[src/rtl/fetch_redirect_ctrl_if.sv]
// Fetch-side bundle: instruction-memory req/ack, F/D valid/ready delivery and
// the D-stage branch resolution inputs that steer the PC.
interface fetch_redirect_ctrl_if;
    logic        imem_req;
    logic [31:0] imem_addr;
    logic        imem_ack;
    logic [31:0] imem_rdata;
    logic        f_valid;
    logic        f_ready;
    logic [31:0] f_instr;
    logic [31:0] f_pc;
    logic        br_valid;
    logic [2:0]  br_type;
    logic        equal;
    logic        greater;
    logic        greater_or_equal;
    logic [31:0] br_target;
    logic        br_taken;

    modport master (
        output imem_req, imem_addr, f_valid, f_instr, f_pc, br_taken,
        input  imem_ack, imem_rdata, f_ready, br_valid, br_type,
               equal, greater, greater_or_equal, br_target
    );

    modport slave (
        input  imem_req, imem_addr, f_valid, f_instr, f_pc, br_taken,
        output imem_ack, imem_rdata, f_ready, br_valid, br_type,
               equal, greater, greater_or_equal, br_target
    );
endinterface

[src/rtl/fetch_redirect_ctrl.sv]
// PC owner and req/ack fetch FSM; decodes branch conditions from the D-stage
// comparator flags and redirects fetch after the one-instruction delay slot.
module fetch_redirect_ctrl #(
    parameter logic [31:0] RESET_PC = 32'h0000_3000
) (
    input  logic clk,
    input  logic reset,
    fetch_redirect_ctrl_if.master bus
);
    localparam logic [2:0] BR_NONE = 3'd0, BR_BEQ = 3'd1, BR_BNE = 3'd2, BR_BGTZ = 3'd3,
                           BR_BLEZ = 3'd4, BR_BGEZ = 3'd5, BR_BLTZ = 3'd6, BR_JUMP = 3'd7;

    typedef enum logic {FETCH, DELIVER} state_t;

    state_t      state_q, state_d;
    logic [31:0] pc_q, pc_d;
    logic [31:0] instr_q, instr_d;
    logic [31:0] fpc_q, fpc_d;
    logic [31:0] redir_pc_q, redir_pc_d;
    logic        redir_pend_q, redir_pend_d;
    logic        cond;
    logic        taken;
    logic        fetch_ack;

    always_comb begin
        cond = 1'b0;
        case (bus.br_type)
            BR_NONE: cond = 1'b0;
            BR_BEQ:  cond = bus.equal;
            BR_BNE:  cond = !bus.equal;
            BR_BGTZ: cond = bus.greater;
            BR_BLEZ: cond = !bus.greater;
            BR_BGEZ: cond = bus.greater_or_equal;
            BR_BLTZ: cond = !bus.greater_or_equal;
            BR_JUMP: cond = 1'b1;
            default: cond = 1'b0;
        endcase
    end

    assign taken     = bus.br_valid & cond;
    assign fetch_ack = (state_q == FETCH) & bus.imem_ack;

    always_comb begin
        state_d      = state_q;
        pc_d         = pc_q;
        instr_d      = instr_q;
        fpc_d        = fpc_q;
        redir_pc_d   = redir_pc_q;
        redir_pend_d = redir_pend_q;
        case (state_q)
            FETCH: begin
                if (bus.imem_ack) begin
                    instr_d      = bus.imem_rdata;
                    fpc_d        = pc_q;
                    state_d      = DELIVER;
                    redir_pend_d = 1'b0;
                    // A branch resolving on the delay-slot ack steers this very update.
                    if (taken)             pc_d = bus.br_target;
                    else if (redir_pend_q) pc_d = redir_pc_q;
                    else                   pc_d = pc_q + 32'd4;
                end
            end
            DELIVER: begin
                if (bus.f_ready) state_d = FETCH;
            end
            default: state_d = FETCH;
        endcase
        // Otherwise the delay slot is still ahead of us; remember the target.
        if (taken && !fetch_ack) begin
            redir_pend_d = 1'b1;
            redir_pc_d   = bus.br_target;
        end
    end

    always_ff @(posedge clk) begin
        if (reset) begin
            state_q      <= FETCH;
            pc_q         <= RESET_PC;
            instr_q      <= '0;
            fpc_q        <= '0;
            redir_pc_q   <= '0;
            redir_pend_q <= 1'b0;
        end else begin
            state_q      <= state_d;
            pc_q         <= pc_d;
            instr_q      <= instr_d;
            fpc_q        <= fpc_d;
            redir_pc_q   <= redir_pc_d;
            redir_pend_q <= redir_pend_d;
        end
    end

    assign bus.imem_req  = (state_q == FETCH);
    assign bus.imem_addr = pc_q;
    assign bus.f_valid   = (state_q == DELIVER);
    assign bus.f_instr   = instr_q;
    assign bus.f_pc      = fpc_q;
    assign bus.br_taken  = taken;
endmodule

[src/flat_wrapper.sv]
// flat-port wrapper written by rule: the top's interface ports become plain ports
module fetch_redirect_ctrl_flat 
#(
    parameter logic [31:0] RESET_PC = 32'h0000_3000
)
  (clk, reset, bus_imem_req, bus_imem_addr, bus_f_valid, bus_f_instr, bus_f_pc, bus_br_taken, bus_imem_ack, bus_imem_rdata, bus_f_ready, bus_br_valid, bus_br_type, bus_equal, bus_greater, bus_greater_or_equal, bus_br_target);
  fetch_redirect_ctrl_if bus_i ();
  input  logic clk;
  input  logic reset;
  output wire logic [$bits(bus_i.imem_req)-1:0] bus_imem_req;
  output wire logic [$bits(bus_i.imem_addr)-1:0] bus_imem_addr;
  output wire logic [$bits(bus_i.f_valid)-1:0] bus_f_valid;
  output wire logic [$bits(bus_i.f_instr)-1:0] bus_f_instr;
  output wire logic [$bits(bus_i.f_pc)-1:0] bus_f_pc;
  output wire logic [$bits(bus_i.br_taken)-1:0] bus_br_taken;
  input wire logic [$bits(bus_i.imem_ack)-1:0] bus_imem_ack;
  input wire logic [$bits(bus_i.imem_rdata)-1:0] bus_imem_rdata;
  input wire logic [$bits(bus_i.f_ready)-1:0] bus_f_ready;
  input wire logic [$bits(bus_i.br_valid)-1:0] bus_br_valid;
  input wire logic [$bits(bus_i.br_type)-1:0] bus_br_type;
  input wire logic [$bits(bus_i.equal)-1:0] bus_equal;
  input wire logic [$bits(bus_i.greater)-1:0] bus_greater;
  input wire logic [$bits(bus_i.greater_or_equal)-1:0] bus_greater_or_equal;
  input wire logic [$bits(bus_i.br_target)-1:0] bus_br_target;
  assign bus_imem_req = bus_i.imem_req;
  assign bus_imem_addr = bus_i.imem_addr;
  assign bus_f_valid = bus_i.f_valid;
  assign bus_f_instr = bus_i.f_instr;
  assign bus_f_pc = bus_i.f_pc;
  assign bus_br_taken = bus_i.br_taken;
  assign bus_i.imem_ack = bus_imem_ack;
  assign bus_i.imem_rdata = bus_imem_rdata;
  assign bus_i.f_ready = bus_f_ready;
  assign bus_i.br_valid = bus_br_valid;
  assign bus_i.br_type = bus_br_type;
  assign bus_i.equal = bus_equal;
  assign bus_i.greater = bus_greater;
  assign bus_i.greater_or_equal = bus_greater_or_equal;
  assign bus_i.br_target = bus_br_target;
  fetch_redirect_ctrl #(.RESET_PC(RESET_PC)) u_core (.clk(clk), .reset(reset), .bus(bus_i));
endmodule
[config.mk]
export PLATFORM = sky130hd
export DESIGN_NAME = fetch_redirect_ctrl_flat
export DESIGN_NICKNAME = d
export VERILOG_FILES = /design/src/rtl/fetch_redirect_ctrl_if.sv /design/src/rtl/fetch_redirect_ctrl.sv /design/src/flat_wrapper.sv
export SDC_FILE = /design/constraint.sdc
export NUM_CORES = 1
export LEC_CHECK = 0
export ABC_AREA = 1
export CORE_MARGIN = 1
export CORE_UTILIZATION = 47
export CTS_BUF_LIST = sky130_fd_sc_hd__clkbuf_16
export CTS_CLUSTER_DIAMETER = 120
export CTS_CLUSTER_SIZE = 8
export DETAILED_ROUTE_END_ITERATION = 12
export PLACE_DENSITY_LB_ADDON = 0.3
export SETUP_SLACK_MARGIN = 0.02
export SLEW_MARGIN = 20
export SYNTH_ARGS = -nofsm -noshare
export SYNTH_HDL_FRONTEND = slang
export SYNTH_SLANG_ARGS = --single-unit
export TNS_END_PERCENT = 100
[constraint.sdc]
create_clock -name clk -period 2 [get_ports clk]
set_clock_uncertainty 0.15 [all_clocks]
set_input_delay 0.4 -clock clk [delete_from_list [all_inputs] [get_ports clk]]
set_output_delay 0.4 -clock clk [all_outputs]
set_load 0.03 [all_outputs]
==> results of run 1 <==
[worst min-delay path by stage]
stage / startpoint / endpoint / slack [ps] / cells after the start
floorplan: u_core.redir_pc_q[23]$_SDFFE_PP0P_ / u_core.redir_pc_q[23]$_SDFFE_PP0P_ / 290 / 2
global placement: u_core.bus.f_pc[8]$_SDFFE_PP0P_ / u_core.bus.f_pc[8]$_SDFFE_PP0P_ / 290 / 2
detailed placement: u_core.bus.f_pc[26]$_SDFFE_PP0P_ / u_core.bus.f_pc[26]$_SDFFE_PP0P_ / 300 / 2
CTS: u_core.bus.f_pc[5]$_SDFFE_PP0P_ / u_core.bus.f_pc[5]$_SDFFE_PP0P_ / 300 / 2
global route: u_core.bus.f_pc[9]$_SDFFE_PP0P_ / u_core.bus.f_pc[9]$_SDFFE_PP0P_ / 320 / 2
finish: u_core.bus.f_pc[5]$_SDFFE_PP0P_ / u_core.bus.f_pc[5]$_SDFFE_PP0P_ / 300 / 2
[worst reg2reg max path, delay by kind of cell (launching register included)]
kind | cells | cell delay, ps
flops | 1 | 360
fa+ha+maj | 1 | 200
simple gates | 9 | 1020
[cell type report]
cell class	instances	area [sq um]
Tap cell	168	210
Clock buffer	17	425
Clock inverter	15	113
Inverter	72	270
Multi-Input combinational cell	615	2810
Timing Repair Buffer	205	2010
Fill cell	1072	3620
Sequential cell	130	2600
[logic make-up (layout without fill, tap and decap cells)]
logic type	after synthesis	count (layout)
AO/OA/AOI/OAI	131	131
AND/OR/NAND/NOR	482	482
adder cells (fa/ha/maj)	1	1
buffers and inverters	111	309
multiplexers	1	1
flip-flops	130	130
[through the flow]
step                cells  util [%]  setup WS, ps
floorplan             856         -           168
global placement     1189      65.5         -93.6
detailed placement   1189      65.5          -154
CTS                  1222      69.3          20.2
global route         1222      70.0          11.3
finish               1222      70.0          52.6
[placed cells by master, fill, tap and decap left out, types with 3 or more instances in the layout]
cell             netlist  routed
nand2_2                4       5
clkdlybuf4s50_1        0      72
dfxtp_1              130     129
o21ai_0               66      66
clkinv_2               0       3
a21oi_1               15      15
nand2_1              274     273
o21ai_1                8       8
a22o_1                32      32
inv_1                 67      73
nor2_1               134     133
inv_2                  4       5
o22ai_1                6       6
dlymetal6s2s_1         0      27
buf_4                  3      27
buf_12                 0       5
nor2_4                 6       8
clkbuf_16              0      17
dlygate4sd2_1          0      73
clkinv_1               1       4
nand3_1               54      52
nor2_2                 6       5
[per-layer routing]
layer	global-route usage [%]	vias up	share of wire, %
met5	0	-	0
met3	8.71	22	9.5
li1	-	3097	-
met1	34.5	2696	43
met2	42.4	277	45
met4	11.1	0	2.0
[sequential cells by signal, indices dropped and copies added (netlist names)]
register and flops:
u_core.bus.f_instr 32, u_core.bus.imem_addr 32, u_core.bus.f_valid 1, u_core.redir_pend_q 1
u_core.bus.f_pc 32, u_core.redir_pc_q 32
[power by group]
part	leakage (uW)	internal, uW	switching [uW]	total [uW]
clock	0.000291	1770	1060	2830
combinational	0.00301	482	716	1200
sequential	0.00106	2760	116	2870
[what timing repair did]
item                       in CTS  in global routing
setup endpoints to repair      72                 33
resized for setup              75                 33
pin swaps                       0                  1
setup buffers                   1                  0
==> out/qor.csv, run 1 <==
stage;metric;value;unit
run_status;status;finished clean;
yosys;Post-synth top cells;nand2_1 (274), nor2_1 (134), dfxtp_1 (130), inv_1 (67), o21ai_0 (66);
yosys;post-synthesis mux area share;0.171;%
detailed_routing;Vias;6092;
clock_network;Clk pin slew, worst setup/hold paths;60;ps
placed_design;I/O Buffers;173;
detailed_routing;DRT Wirelength;16800;um
yosys;top cells by area, synth;dfxtp_1 (44%), nand2_1 (18%), nor2_1 (8.6%), o21ai_0 (5.6%), a22o_1 (4.8%);
yosys;Synth async-reset ratio;0;%
setup_path;R2R Path Start;u_core.bus.imem_addr[2]$_SDFFE_PP0P_;
setup_path;r2r worst-path depth;10;
global_routing;largest net degree at the start of global routing;49;
power;VDD IR max;0.533;mV
yosys;share of the yosys chip area belonging to registers;44.4;%
yosys;post-synthesis simple-gate area fraction;33.6;%
setup_path;RR Endpoint;u_core.bus.imem_addr[26]$_SDFFE_PP0P_;
timing;fin. max-slew vios;0;
yosys;Distinct cells, synth;28;
yosys;Mapped Cells;856;
placed_design;Placed Area;7900;sq um
detailed_routing;drt first pass iters;5;
setup_path;CP arrival;1400;ps
cells_and_area;post-route cell area;8440;sq um
setup_path;crit path kind;reg2out;
setup_path;delay-heaviest family, CP;buffers and inverters;
yosys;Post-Syn Area;5860;sq um
yosys;xor and xnor fraction of the mapped netlist area;0;%
detailed_routing;DR iter-0 viols;481;
setup_path;Worst path slowest cell;clkdlybuf4s50_1;
timing;worst rel slew slack;76.0;%
timing;worst-margin pin slew;361;ps
yosys;#FFs+latches synth;130;
yosys;Synth Area in Adders;0.213;%
placed_design;routability cong.;0.894;
yosys;Avg Inst Size Synth;6.85;sq um
floorplan;io pins;174;
power;Power Total;6900;uW
placed_design;post-DP HPWL;11900;um
clock_network;CTS tree;built;
floorplan;Chip Height;114;um
timing;setup_tns;0;ps
yosys;top cell type by total area after synthesis;dfxtp_1;
setup_path;Worst Setup SP;u_core.bus.f_pc[26]$_SDFFE_PP0P_;
floorplan;die width;114;um
job;maxcap violations;0;
timing;fmax;513;MHz
setup_path;CP required;1450;ps
clock_network;root buffer cell;clkbuf_16;
detailed_routing;Final ANT Viol Nets;0;
yosys;compound-gate portion of the synthesized area;13.5;%
floorplan;Starting Density;48.6;%
floorplan;die area;12900;sq um
clock_network;CTS max path bufs;2;
cells_and_area;area grow syn2layout;44.0;%
setup_path;Crit path buffers/inverters;1;
yosys;largest family of logic cells by synthesized area;simple AND/OR/NAND/NOR gates;
min_path;hold crit path type;reg2reg;
setup_path;Setup crit end kind;output port;
global_routing;GR Util All Layers;27.1;%
yosys;Yosys Warn Count;0;
clock_network;H-tree Lvls;4;
global_routing;vias in the first global route;5698;
floorplan;Core ar.;12100;sq um
detailed_routing;Via density;4.99;
timing;WHS;301;ps
yosys;Main synth FF type;dfxtp_1;
cells_and_area;Nets;1117;
setup_path;Critical Path Fanout Max;2;
setup_path;Max stage delay on crit path;660;ps
power;PwrDens;818;nW/um^2
clock_network;Skew-Pair Late Insertion Delay;420;ps
clock_network;# clock sinks;130;
yosys;Post-synth EDFFs;0;
floorplan;# rows;40;
yosys;Synthesized Nets;932;
global_routing;number of antenna violations at the first check in global routing;0;
timing;unrepaired setup endpoints after global routing;no;
cells_and_area;n_diodes;0;
global_routing;gr ovfl total;0;
setup_path;Critical Path, Cell by Cell;clkdlybuf4s50_1;
timing;period utilization;97.4;%
global_routing;first-pass GRT wire length;27400;um
yosys;count leader, synth;nand2_1;
yosys;post-synth top area share;44.4;%
setup_path;CP Capture Point;bus_f_pc[26];
clock_network;hold-fix buffers at CTS;0;
timing;final hold vios;0;
clock_network;TritonCTS buffer count;17;
detailed_routing;DRC;0;
setup_path;FF-to-FF setup slack;160;ps
power;leakage power;0.00436;uW
timing;minimum clock period;1950;ps
cells_and_area;share of cells above drive strength 1;7.78;%
timing;Final Setup Violations;0;
setup_path;CP Launch Type;register;
detailed_routing;WL/cell;13.7;um
setup_path;Stages on worst setup path;1;
No activity file was read; power rests on OpenSTA's default activity.
==> inputs of run 2 (changes only) <==
--- a/config.mk
+++ b/config.mk
@@ -15,5 +15,4 @@
 export PLACE_DENSITY_LB_ADDON = 0.3
 export SETUP_SLACK_MARGIN = 0.02
-export SLEW_MARGIN = 20
 export SYNTH_ARGS = -nofsm -noshare
 export SYNTH_HDL_FRONTEND = slang
==> constraint.sdc (replaced) <==
create_clock -name clk -period 2 [get_ports clk]
set_clock_uncertainty 0.15 [all_clocks]
set_input_delay 0.6 -clock clk [delete_from_list [all_inputs] [get_ports clk]]
set_output_delay 0.6 -clock clk [all_outputs]
set_load 0.03 [all_outputs]
==> run 2 against run 1 <==
  * The flow now finishes with violations (setup timing)
  * Critical path depth grew 8
  * Routed wire length grew 2.6%
  * Core utilization up 0.58 points
  * Design area up 0.83%
  * Final cell count increased by 1.5%
==> out/qor.csv, run 2 (same netlist as run 1, synthesis figures left out) <==
stage;metric;value;unit;change
global_routing;Most Used Layer, Global Route;met2;;unchanged
job;maxcap violations;0;;unchanged
timing;period utilization;100;%;was 97.4%
global_routing;GR Util All Layers;27.3;%;was 27.1%
global_routing;M2 GR Usage;43.5;%;was 42.4%
cells_and_area;post-route cell area;8510;sq um;was 8440 sq um
detailed_routing;drt first pass iters;5;;unchanged
setup_path;r2r worst-path depth;10;;unchanged
placed_design;I/O Buffers;173;;unchanged
floorplan;die width;114;um;unchanged
setup_path;R2R Path Start;u_core.bus.imem_addr[3]$_SDFFE_PP0P_;;was u_core.bus.imem_addr[2]$_SDFFE_PP0P_
timing;unrepaired setup endpoints after global routing;yes;;was no
timing;minimum clock period;2000;ps;was 1950 ps
setup_path;FF-to-FF setup slack;120;ps;was 160 ps
setup_path;CP arrival;1250;ps;was 1400 ps
global_routing;vias in the first global route;5945;;was 5698
setup_path;CP Launch Type;input pin;;was register
power;Comb pwr share;19.0;%;was 17.4%
timing;setup_tns;-1.86;ps;was 0 ps
power;VDD IR max;0.519;mV;was 0.533 mV
timing;Final Setup Violations;1;;was 0
min_path;Hold Path Stages;2;;unchanged
timing;fin. max-slew vios;0;;unchanged
timing;final worst setup slack;-1.86;ps;was 52.6 ps
clock_network;# clock sinks;130;;unchanged
power;leakage power;0.00406;uW;was 0.00436 uW
clock_network;CTS tree;built;;unchanged
global_routing;first-pass GRT wire length;27700;um;was 27400 um
cells_and_area;Nets;1138;;was 1117
power;net switching power figure;1910;uW;was 1890 uW
cells_and_area;n_diodes;0;;unchanged
power;Int Pwr;4800;uW;was 5010 uW
run_status;violated checks;setup timing;;
floorplan;die area;12900;sq um;unchanged
power;Clock power frac;38.3;%;was 41.0%
detailed_routing;DR iter-0 viols;453;;was 481
clock_network;Clk pin slew, worst setup/hold paths;50;ps;was 60 ps
global_routing;number of antenna violations at the first check in global routing;0;;unchanged
global_routing;largest net degree at the start of global routing;33;;was 49
floorplan;Core ar.;12100;sq um;unchanged
placed_design;post-DP HPWL;12400;um;was 11900 um
cells_and_area;most frequent cells in the layout;nand2_1 (273), nor2_1 (131), dfxtp_1 (127);;was nand2_1 (273), nor2_1 (133), dfxtp_1 (129)
setup_path;Worst Setup SP;bus_equal;;was u_core.bus.f_pc[26]$_SDFFE_PP0P_
global_routing;met1 Usage GRT;34.9;%;was 34.5%
timing;worst rel slew slack;77.7;%;was 76.0%
timing;worst-margin pin slew;336;ps;was 361 ps
clock_network;Skew-Pair Late Insertion Delay;400;ps;was 420 ps
detailed_routing;Via density;5.00;;was 4.99
placed_design;routability cong.;0.897;;was 0.894
setup_path;CP Capture Point;bus_br_taken;;was bus_f_pc[26]
cells_and_area;layout filler cell count;1057;;was 1072
detailed_routing;Vias;6204;;was 6092
detailed_routing;DRC;0;;unchanged
setup_path;crit path kind;in2out;;was reg2out
power;Sequential Power Share;42.6;%;was 41.6%
cells_and_area;Core Util, Final;70.6;%;was 70.0%
global_routing;GRT met3 Usage;6.75;%;was 8.71%
run_status;status;finished with violations;;was finished clean
timing;WHS;299;ps;was 301 ps
power;PwrDens;788;nW/um^2;was 818 nW/um^2
cells_and_area;share of cells above drive strength 1;11.6;%;was 7.78%
timing;fmax;500;MHz;was 513 MHz
clock_network;CTS max path bufs;2;;unchanged
setup_path;Critical Path Fanout Max;2;;unchanged
setup_path;Setup crit end kind;output port;;unchanged
placed_design;Placed Area;8090;sq um;was 7900 sq um
min_path;hold crit path type;reg2reg;;unchanged
setup_path;RR Endpoint;u_core.bus.imem_addr[30]$_SDFFE_PP0P_;;was u_core.bus.imem_addr[26]$_SDFFE_PP0P_
floorplan;Starting Density;48.6;%;unchanged
clock_network;H-tree Lvls;4;;unchanged
global_routing;gr ovfl total;0;;unchanged
floorplan;Chip Height;114;um;unchanged
setup_path;CP required;1250;ps;was 1450 ps
detailed_routing;Final ANT Viol Nets;0;;unchanged
cells_and_area;most common cell after layout, fill and taps aside;nand2_1;;unchanged
floorplan;io pins;174;;unchanged
clock_network;TritonCTS buffer count;17;;unchanged
timing;final hold vios;0;;unchanged
power;switching portion of total power;28.4;%;was 27.4%
floorplan;# rows;40;;unchanged
clock_network;root buffer cell;clkbuf_16;;unchanged
detailed_routing;WL/cell;13.9;um;was 13.7 um
detailed_routing;DRT Wirelength;17200;um;was 16800 um
cells_and_area;area grow syn2layout;45.2;%;was 44.0%
-- run 2: worst min-delay path by stage --
| stage | start | to | slack (ps) |
|---|---|---|---|
| final | u_core.bus.f_pc[21]$_SDFFE_PP0P_ | u_core.bus.f_pc[21]$_SDFFE_PP0P_ | 300 |
| after global placement | u_core.bus.f_pc[23]$_SDFFE_PP0P_ | u_core.bus.f_pc[23]$_SDFFE_PP0P_ | 290 |
| after CTS | u_core.bus.f_pc[6]$_SDFFE_PP0P_ | u_core.bus.f_pc[6]$_SDFFE_PP0P_ | 300 |
| after global routing | u_core.bus.f_pc[9]$_SDFFE_PP0P_ | u_core.bus.f_pc[9]$_SDFFE_PP0P_ | 320 |
| after floorplan | u_core.redir_pc_q[23]$_SDFFE_PP0P_ | u_core.redir_pc_q[23]$_SDFFE_PP0P_ | 290 |
| after detailed placement | u_core.bus.f_pc[6]$_SDFFE_PP0P_ | u_core.bus.f_pc[6]$_SDFFE_PP0P_ | 290 |
-- run 2: layout make-up --
class	instances	area [sq um]	area share, %
clock buffer	17	425	5.00
clock inverter	12	56.3	0.661
inverter	72	274	3.22
multi-input combinational	615	2810	33.0
sequential	130	2610	30.6
tap	168	210	2.47
timing repair buffer	226	2130	25.0
-- run 2: worst max-delay path: stages --
cell	delay [ps]
buf_6	90
inv_1	40
nand2_1	40
nand2_1	60
nand2_1	60
nand2_2	70
nand3_4	70
clkinvlp_4	80
buf_6	120
-- run 2: timing repair --
action,4_1_cts,5_1_grt
pin swaps,3,5
resized for setup,126,35
setup buffers,2,1
endpoints found under the setup margin,111,28
hold buffers,0,0
-- run 2: power groups by stage --
stage	registers, uW	clock network [uW]	logic [uW]
final	2860	2570	1280
after global routing	2880	2710	1380
after CTS	2860	2600	1270
after detailed placement	2910	0	1330
after global placement	2910	0	1310
after floorplan	3130	0	472
-- run 2: through the flow --
step,total power [uW],instances,setup WS [ps]
after floorplan,3600,856,62.5
after CTS,6720,1239,-178
after global placement,4220,1208,-445
after global routing,6970,1240,-60.6
after detailed placement,4240,1208,-466
final,6710,1240,-1.86
-- run 2: routing by layer --
metal | part of all wire, % | routed length [um]
met1 | 43 | 7410
met2 | 46 | 7910
met4 | 2.3 | 401
met5 | 0 | 0
met3 | 8.5 | 1470
==> inputs of run 3 (changes only) <==
HOLD_SLACK_MARGIN = 0.12   (was unset)
==> results of run 3 <==
Final layout, timing and power as in run 2 (identical DEF).
==> RTL edit: new RTL, settings of run 2 <==
`RESET_PC` is set to 32'h0000_3000 in 2 places; all go to 32'h00002400.
--- a/src/rtl/fetch_redirect_ctrl.sv
+++ b/src/rtl/fetch_redirect_ctrl.sv
@@ -2,5 +2,5 @@
 // comparator flags and redirects fetch after the one-instruction delay slot.
 module fetch_redirect_ctrl #(
-    parameter logic [31:0] RESET_PC = 32'h0000_3000
+    parameter logic [31:0] RESET_PC = 32'h00002400
 ) (
     input  logic clk,
--- a/src/flat_wrapper.sv
+++ b/src/flat_wrapper.sv
@@ -2,5 +2,5 @@
 module fetch_redirect_ctrl_flat 
 #(
-    parameter logic [31:0] RESET_PC = 32'h0000_3000
+    parameter logic [31:0] RESET_PC = 32'h00002400
 )
   (clk, reset, bus_imem_req, bus_imem_addr, bus_f_valid, bus_f_instr, bus_f_pc, bus_br_taken, bus_imem_ack, bus_imem_rdata, bus_f_ready, bus_br_valid, bus_br_type, bus_equal, bus_greater, bus_greater_or_equal, bus_br_target);
Check against the original RTL: not equivalent (a bounded check fails within 4 cycles, from zero or initial values and one cycle with reset high).
==> RTL edit against run 2 <==
The flow still finishes with violations (negative setup slack); sequential share of layout area rose by 0.086 points; total power about the same; synthesized area about the same; routed wire length is 2.1% lower; setup slack got worse by 0.039 ns; utilization shrank 0.20 points; die area is essentially flat; register-to-register slack better by 0.02 ns; sequential cell count is the same; cell area fell by 0.28%; sequential power hardly changed; clock power is essentially flat; critical path type unchanged; critical endpoint unchanged; largest cell class unchanged.
==> RTL edit: results (changes against run 2) <==
Slowest Stage Delay on Critical Path - 0.21 ns (+0.09 ns)
Avg WL per Cell - 13.6 µm (-2.2%)
Setup-failing EPs final - 1 (unchanged)
Routed WL - 16800 µm (-2.1%)
first-pass GRT wire length - 27500 µm (-0.97%)
Clock Latency Late Sink - 0.42 ns (+0.02 ns)
Net count, final - 1137 (-0.088%)
most frequent cells after synthesis - 274 x nand2_1, 134 x nor2_1, 130 x dfxtp_1
crit path DAT - 1.29 ns (+0.04 ns)
Slowest-stage cell, CP - clkdlybuf4s15_1
placed instance area - 0.00804 mm² (-0.62%)
met2 usage - 0.426 (-0.00854)
setup slack, reg-to-reg - 0.14 ns (+0.02 ns)
Worst Setup SP - bus_br_type[2]
GRT Util Overall - 0.273 (-0.000573)
R2R Path Start - u_core.bus.imem_addr[10]
failing checks - negative setup slack
placer congestion estimate - 0.910 (+1.4%)
TritonRoute pass-1 iters - 6 (+1)
final setup TNS - -0.0412 ns (-0.0394 ns)
largest cells by area after synthesis - dfxtp_1 44%, nand2_1 18%, nor2_1 8.6%
Worst Hold End - u_core.bus.f_pc[26]
drt initial violations - 495 (+9.3%)
PnR worst setup slack - -0.0412 ns (-0.0394 ns)
largest net degree at the start of global routing - 52 (+58%)
met1 Use GR - 0.367 (+0.0184)
post_cts resized - 121 (-4.0%)
worst vdd ir - 0.536 mV (+3.2%)
status - complete, but fails checks
-- RTL edit: cell count changes after synthesis --
cell	before	now
o21ai_1	8	9
buf_6	4	2
clkinv_1	1	2
nor2_4	6	5
buf_4	3	7
o21ai_0	66	65
nor2_2	6	7
buf_1	2	1
inv_2	4	3
clkbuf_1	15	11
buf_2	15	18
-- RTL edit: kinds of logic (layout without fill, tap and decap cells) --
group,after synthesis,in the layout,share of synthesized area
adders and majority gates,1,1,0.00213
and+or+nand+nor,482,482,0.335
buffers and inverters,111,328,0.0820
AOI/OAI and AO/OA,131,131,0.135
DFF,130,130,0.444
muxes,1,1,0.00171
-- RTL edit: power breakdown --
part	internal, W	switching [W]	leakage (nW)
logic	0.000520	0.000757	2.74
clock network	0.00152	0.00107	0.267
registers	0.00276	0.0000969	1.06
-- RTL edit: layout make-up --
type,count,share of cell area
clock inverters,14,0.00722
inverters,72,0.0335
clock buffers,17,0.0501
repair buffers,225,0.246
multi-input cells,615,0.331
well taps,168,0.0248
flip-flops and latches,130,0.307
